## src/rtl/stream_cipher_pkg.sv

```systemverilog
// Shared types and constants for the byte stream cipher and decipher.
package stream_cipher_pkg;

   typedef logic [7:0] byte_t;

   localparam byte_t CTR_WRAP = 8'hFF;

   typedef enum logic [0:0] {NOKEY, RUN} dec_state_t;

endpackage

```

## src/rtl/stream_decipher_if.sv

```systemverilog
// Byte stream valid/ready bundle; master drives data/valid, slave drives ready.
interface stream_decipher_if;
   import stream_cipher_pkg::*;

   byte_t data;
   logic  valid;
   logic  ready;

   modport master (output data, output valid, input ready);
   modport slave  (input data, input valid, output ready);

endinterface

```

## src/rtl/sbox.sv

```systemverilog
// AES S-box: multiplicative inverse in GF(2^8) followed by the affine map.
module sbox (
   input  logic [7:0] in,
   output logic [7:0] out
);

   function automatic logic [7:0] gf_mul(input logic [7:0] a, input logic [7:0] b);
      logic [7:0] p;
      logic [7:0] x;
      p = 8'h00;
      x = a;
      for (int i = 0; i < 8; i++) begin
         if (b[i]) p = p ^ x;
         x = {x[6:0], 1'b0} ^ (x[7] ? 8'h1B : 8'h00);
      end
      return p;
   endfunction

   logic [7:0] inv;
   logic [7:0] pw;

   always_comb begin
      inv = 8'h01;
      pw  = in;
      // x^254 is the inverse (and maps 0 to 0); 254 has every bit set except bit 0
      for (int i = 0; i < 8; i++) begin
         if (i != 0) inv = gf_mul(inv, pw);
         pw = gf_mul(pw, pw);
      end
      out = inv ^ {inv[6:0], inv[7]} ^ {inv[5:0], inv[7:6]} ^ {inv[4:0], inv[7:5]}
            ^ {inv[3:0], inv[7:4]} ^ 8'h63;
   end

endmodule

```

## src/rtl/stream_decipher_sync_fifo.sv

```systemverilog
// First-word-fall-through FIFO with wrap-bit pointers and synchronous flush;
// the read data holds its last shown value while empty.
module sync_fifo #(
   parameter int unsigned Width = 8,
   parameter int unsigned Depth = 4
) (
   input  logic                     clk,
   input  logic                     rst,
   input  logic                     flush_i,
   input  logic                     wr_en_i,
   input  logic [Width-1:0]         wdata_i,
   input  logic                     rd_en_i,
   output logic [Width-1:0]         rdata_o,
   output logic [$clog2(Depth):0]   level_o,
   output logic                     full_o,
   output logic                     empty_o
);

   localparam int unsigned AddrW = $clog2(Depth);
   localparam logic [AddrW:0] PtrOne = 1;

   logic [Width-1:0] mem_q [Depth];
   logic [AddrW:0]   wr_ptr_q, wr_ptr_d;
   logic [AddrW:0]   rd_ptr_q, rd_ptr_d;
   logic [Width-1:0] hold_q, hold_d;
   logic             do_wr, do_rd;

   assign level_o = wr_ptr_q - rd_ptr_q;
   assign empty_o = (wr_ptr_q == rd_ptr_q);
   assign full_o  = (wr_ptr_q[AddrW] != rd_ptr_q[AddrW]) &&
                    (wr_ptr_q[AddrW-1:0] == rd_ptr_q[AddrW-1:0]);

   assign do_wr = wr_en_i && !full_o && !flush_i;
   assign do_rd = rd_en_i && !empty_o && !flush_i;

   assign rdata_o = empty_o ? hold_q : mem_q[rd_ptr_q[AddrW-1:0]];

   always_comb begin
      wr_ptr_d = wr_ptr_q;
      rd_ptr_d = rd_ptr_q;
      hold_d   = rdata_o;
      if (flush_i) begin
         rd_ptr_d = wr_ptr_q;
      end else begin
         if (do_wr) wr_ptr_d = wr_ptr_q + PtrOne;
         if (do_rd) rd_ptr_d = rd_ptr_q + PtrOne;
      end
   end

   always_ff @(posedge clk) begin
      if (rst) begin
         wr_ptr_q <= '0;
         rd_ptr_q <= '0;
         hold_q   <= '0;
      end else begin
         wr_ptr_q <= wr_ptr_d;
         rd_ptr_q <= rd_ptr_d;
         hold_q   <= hold_d;
      end
   end

   always_ff @(posedge clk) begin
      if (do_wr) mem_q[wr_ptr_q[AddrW-1:0]] <= wdata_i;
   end

endmodule

```

## src/rtl/stream_decipher.sv

```systemverilog
// Receive-side stream decipher: XORs ciphertext with sbox(counter) and buffers
// the plaintext in an output FIFO.
module stream_decipher
   import stream_cipher_pkg::*;
#(
   parameter int unsigned FIFO_DEPTH = 4
) (
   input  logic                        clk,
   input  logic                        rst,
   input  byte_t                       key_i,
   input  logic                        key_in_i,
   stream_decipher_if.slave            cipher_if,
   stream_decipher_if.master           plain_if,
   output logic [$clog2(FIFO_DEPTH):0] fifo_level_o
);

   dec_state_t state_q, state_d;
   byte_t      cb_q, cb_d;
   byte_t      ks;
   logic       accept;
   logic       fifo_full, fifo_empty;

   sbox u_sbox (
      .in  (cb_q),
      .out (ks)
   );

   assign cipher_if.ready = (state_q == RUN) && !fifo_full && !key_in_i;
   assign accept          = cipher_if.valid && cipher_if.ready;
   assign plain_if.valid  = !fifo_empty;

   sync_fifo #(
      .Width (8),
      .Depth (FIFO_DEPTH)
   ) u_fifo (
      .clk     (clk),
      .rst     (rst),
      .flush_i (key_in_i),
      .wr_en_i (accept),
      .wdata_i (cipher_if.data ^ ks),
      .rd_en_i (plain_if.valid && plain_if.ready),
      .rdata_o (plain_if.data),
      .level_o (fifo_level_o),
      .full_o  (fifo_full),
      .empty_o (fifo_empty)
   );

   always_comb begin
      state_d = state_q;
      cb_d    = cb_q;
      if (key_in_i) begin
         state_d = RUN;
         cb_d    = key_i;
      end else if (accept) begin
         cb_d = (cb_q == CTR_WRAP) ? 8'h00 : cb_q + 8'h01;
      end
   end

   always_ff @(posedge clk) begin
      if (rst) begin
         state_q <= NOKEY;
         cb_q    <= 8'h00;
      end else begin
         state_q <= state_d;
         cb_q    <= cb_d;
      end
   end

endmodule

```

## src/flat_wrapper.sv

```systemverilog
// flat-port wrapper written by rule: the top's interface ports become plain ports
module stream_decipher_flat import stream_cipher_pkg::*;
#(
   parameter int unsigned FIFO_DEPTH = 4
)
  (clk, rst, key_i, key_in_i, fifo_level_o, cipher_if_data, cipher_if_valid, cipher_if_ready, plain_if_data, plain_if_valid, plain_if_ready);
  stream_decipher_if cipher_if_i ();
  stream_decipher_if plain_if_i ();
  input  logic clk;
  input  logic rst;
  input  byte_t key_i;
  input  logic key_in_i;
  output logic [$clog2(FIFO_DEPTH):0] fifo_level_o;
  input wire logic [$bits(cipher_if_i.data)-1:0] cipher_if_data;
  input wire logic [$bits(cipher_if_i.valid)-1:0] cipher_if_valid;
  output wire logic [$bits(cipher_if_i.ready)-1:0] cipher_if_ready;
  output wire logic [$bits(plain_if_i.data)-1:0] plain_if_data;
  output wire logic [$bits(plain_if_i.valid)-1:0] plain_if_valid;
  input wire logic [$bits(plain_if_i.ready)-1:0] plain_if_ready;
  assign cipher_if_i.data = cipher_if_data;
  assign cipher_if_i.valid = cipher_if_valid;
  assign cipher_if_ready = cipher_if_i.ready;
  assign plain_if_data = plain_if_i.data;
  assign plain_if_valid = plain_if_i.valid;
  assign plain_if_i.ready = plain_if_ready;
  stream_decipher #(.FIFO_DEPTH(FIFO_DEPTH)) u_core (.clk(clk), .rst(rst), .key_i(key_i), .key_in_i(key_in_i), .cipher_if(cipher_if_i), .plain_if(plain_if_i), .fifo_level_o(fifo_level_o));
endmodule
```

## config.mk

```make
export PLATFORM = sky130hd
export DESIGN_NAME = stream_decipher_flat
export DESIGN_NICKNAME = d
export VERILOG_FILES = /design/src/rtl/stream_cipher_pkg.sv /design/src/rtl/stream_decipher_if.sv /design/src/rtl/sbox.sv /design/src/rtl/stream_decipher_sync_fifo.sv /design/src/rtl/stream_decipher.sv /design/src/flat_wrapper.sv
export SDC_FILE = /design/constraint.sdc
export NUM_CORES = 1
export LEC_CHECK = 0
export ABC_AREA = 1
export BUFFER_PORTS_ARGS = -buffer_cell sky130_fd_sc_hd__buf_4
export CAP_MARGIN = 20
export CORE_ASPECT_RATIO = 1.1
export CORE_MARGIN = 10
export CORE_UTILIZATION = 57
export CTS_BUF_LIST = sky130_fd_sc_hd__clkbuf_8
export DETAILED_ROUTE_END_ITERATION = 8
export PLACE_DENSITY = 0.73
export REMOVE_ABC_BUFFERS = 1
export SYNTH_ARGS = -nofsm -noshare
export SYNTH_HDL_FRONTEND = slang
export SYNTH_SLANG_ARGS = --single-unit
```

## constraint.sdc

```tcl
create_clock -name clk -period 15.5 [get_ports clk]
set_input_delay 1.55 -clock clk [delete_from_list [all_inputs] [get_ports clk]]
set_output_delay 1.55 -clock clk [all_outputs]
set_load 0.005 [all_outputs]
```

==> flow_summary_export.csv <==
group,metric,value,unit
outcome,status,"complete, no violations",
worst_setup_path,cpMostUsedCell,"nand2_1",
global_routing,grt_pass1_wl,105000,um
sta,rsz0062_at_grt,"false",
worst_setup_path,crit_path_max_incr_delay,0.52,ns
sta,period_share,91.1,%
detailed_routing,totalWireLength,63200,um
synthesis,postSynthAreaPerCell,5.05,um^2
detailed_routing,num_vias,25750,
worst_setup_path,crit_slowest_cell,"dfxtp_1",
die,die_w,206,um
die,die_area,46200,um^2
clock_tree,clk_pin_slew_worst_paths,0.07,ns
clock_tree,clock_sinks,57,
synthesis,async_flop_share,0,%
clock_tree,cts_resized,0,
placed_design,dp_hpwl,48800,um
detailed_routing,wl_per_cell,13.3,um
sta,relSlewSlack,36.5,%
sta,maxSlewViolCount,0,
finish,instances_no_fill,4749,
clock_tree,cts-root-buf,"clkbuf_8",
placed_design,dp_cells,4733,
placed_design,place_area,21900,um^2
global_routing,grt_antenna_before_repair,0,
sta,setup_viol,0,
clock_tree,cts_tree,"yes",
clock_tree,htreeDepth,3,
finish,multi_input_area,17500,um^2
sta,min_period,14.12,ns
detailed_routing,drt_iter0_drc,2400,
sta,finalClockSkew,0.00904,ns
sta,tns,0,ns
clock_tree,cts_buffer_depth,2,
die,io_pins,34,
synthesis,synth_seq_area_share,6.75,%
detailed_routing,via_per_inst,5.42,
sta,hold_slack,0.458,ns
placed_design,finalWeightedCongestion,1.00,
worst_setup_path,critPathKind,"reg -> reg",
sta,timing.fmax,70.8,MHz
finish,design_area,22200,um^2
die,die_h,224,um
clock_tree,cts_hold_buf,0,
placed_design,port_buffers,33,
hold_path,hold_class,"reg -> reg",
global_routing,grt_pass1_vias,22258,
synthesis,synth_cell_types,54,
global_routing,track_usage,26.4,%
finish,nNetsFinal,4291,
finish,diodes,0,
worst_setup_path,cp_max_fo,22,
clock_tree,cts-buffers-inserted,9,
die,row_count,74,
worst_setup_path,worst_ep_arrival_time,14.19,ns
finish,areaGrowthSynthToFinish,2.36,%
worst_setup_path,reg2reg_setup_slack,1.38,ns
worst_setup_path,cp-end-kind,"flop",
synthesis,synth_area,21700,um^2
synthesis,yosys_most_used_dff,"edfxtp_1",
synthesis,yosysWarnings,0,
detailed_routing,ant_nets,0,
global_routing,grt_max_degree,29,
synthesis,synth_edf_count,32,
finish,drive_gt1_share,10.6,%
sta,finalHoldViolations,0,
clock_tree,worstSkewPairLatency,0.33,ns
detailed_routing,drc,0,
worst_setup_path,required,15.57,ns
die,initial_core_util,58.0,%
clock_tree,post_cts_buffers,0,
sta,worst_pin_slew,0.949,ns
global_routing,overflow,0,
die,core_area,37300,um^2
detailed_routing,first_pass_iters,8,
finish,fill_cells,4030,
worst_setup_path,crit_path_start_kind,"flop",
job,maxCapViolations,0,
synthesis,syn_inst,4291,
synthesis,synth-seq-cells,57,
finish,register_area,1470,um^2
==> routing by layer <==
layer	share of wire [%]	up-vias	GRT usage [%]
li1	-	13352	-
met1	44	11239	36.3
met2	46	1036	43.8
met3	8.0	123	1.32
met4	2.4	0	7.23
met5	0	-	0
==> cells in the mapped netlist, drive strengths merged, types with 25 or more instances <==
library cell	n	share of area [%]
a21oi	43	1.0
nand4	48	1.4
xor2	148	6.6
o21ai	74	1.8
nand3	700	17
nand2	2047	38
edfxtp	32	4.4
buf	89	3.0
nor2	311	5.9
nand3b	51	1.8
xnor2	88	4.0
dfxtp	25	2.3
inv	528	9.2
==> through the flow <==
stage	worst slack, ns	util (%)
floorplan	3.35	-
global placement	1.25	58.8
detailed placement	1.23	58.8
CTS	1.15	59.3
global route	0.0447	59.4
finish	1.38	59.4
==> logic make-up after synthesis <==
family          Yosys count  share of synthesized area, %
simple gates           3184                          64.6
buf+inv                 637                          12.6
xor+xnor                237                          10.7
compound gates          156                          4.14
flops                    57                          6.75
fa+ha+maj                20                          1.19
==> worst max-delay path: cells and delay by family, from the launching register on <==
kind / cells / cell delay, ns
adders and majority gates: 5 / 1.85
DFF: 1 / 0.52
and+or+nand+nor: 61 / 6.95
xor gates and xnor gates: 10 / 2.29
buffers and inverters: 16 / 2.13
==> final cells by class <==
type / count / area share [%]
repair buffers: 50 / 1.69
inverters: 535 / 9.16
multi-input cells: 3597 / 78.9
flip-flops and latches: 57 / 6.61
clock inverters: 7 / 0.277
well taps: 494 / 2.79
clock buffers: 9 / 0.559
==> cell usage in the layout (no fill, tap or decap), types with 3 or more instances in the layout <==
master and count:
a21oi_1 42, buf_4 50, clkbuf_8 9, clkinv_1 8, clkinv_2 5, dfxtp_1 22, dfxtp_2 3, edfxtp_1 32
ha_1 19, inv_1 405, inv_2 114, inv_4 8, nand2_1 1865, nand2_2 156, nand2_4 26, nand3_1 677
nand3_2 23, nand3b_1 49, nand4_1 48, nor2_1 290, nor2_2 14, nor2_4 5, nor3_1 4, o211ai_1 5
o21ai_0 43, o21ai_1 28, o21ai_2 3, o21bai_1 13, o22ai_1 6, o32ai_1 8, or2_1 18, xnor2_1 78
xnor2_2 8, xor2_1 133, xor2_2 14
==> worst paths after layout <==
kind | start | end | depth (start not counted)
max | u_core.cb_q[7] | u_core.u_fifo.mem_q[3][3] | 92
min | u_core.state_q | u_core.state_q | 2
min reg2reg | u_core.state_q | u_core.state_q | 2
max reg2reg | u_core.cb_q[7] | u_core.u_fifo.mem_q[3][3] | 92
==> flip-flops by register name, summed over array words and instances (netlist names), named ones only <==
register                count
u_core.cb_q                 8
u_core.state_q              1
u_core.u_fifo.hold_q        8
u_core.u_fifo.mem_q        32
u_core.u_fifo.rd_ptr_q      3
u_core.u_fifo.wr_ptr_q      3
Power is not shown: default switching activity piles up to over one toggle a cycle in this logic, so the estimate is an artifact.
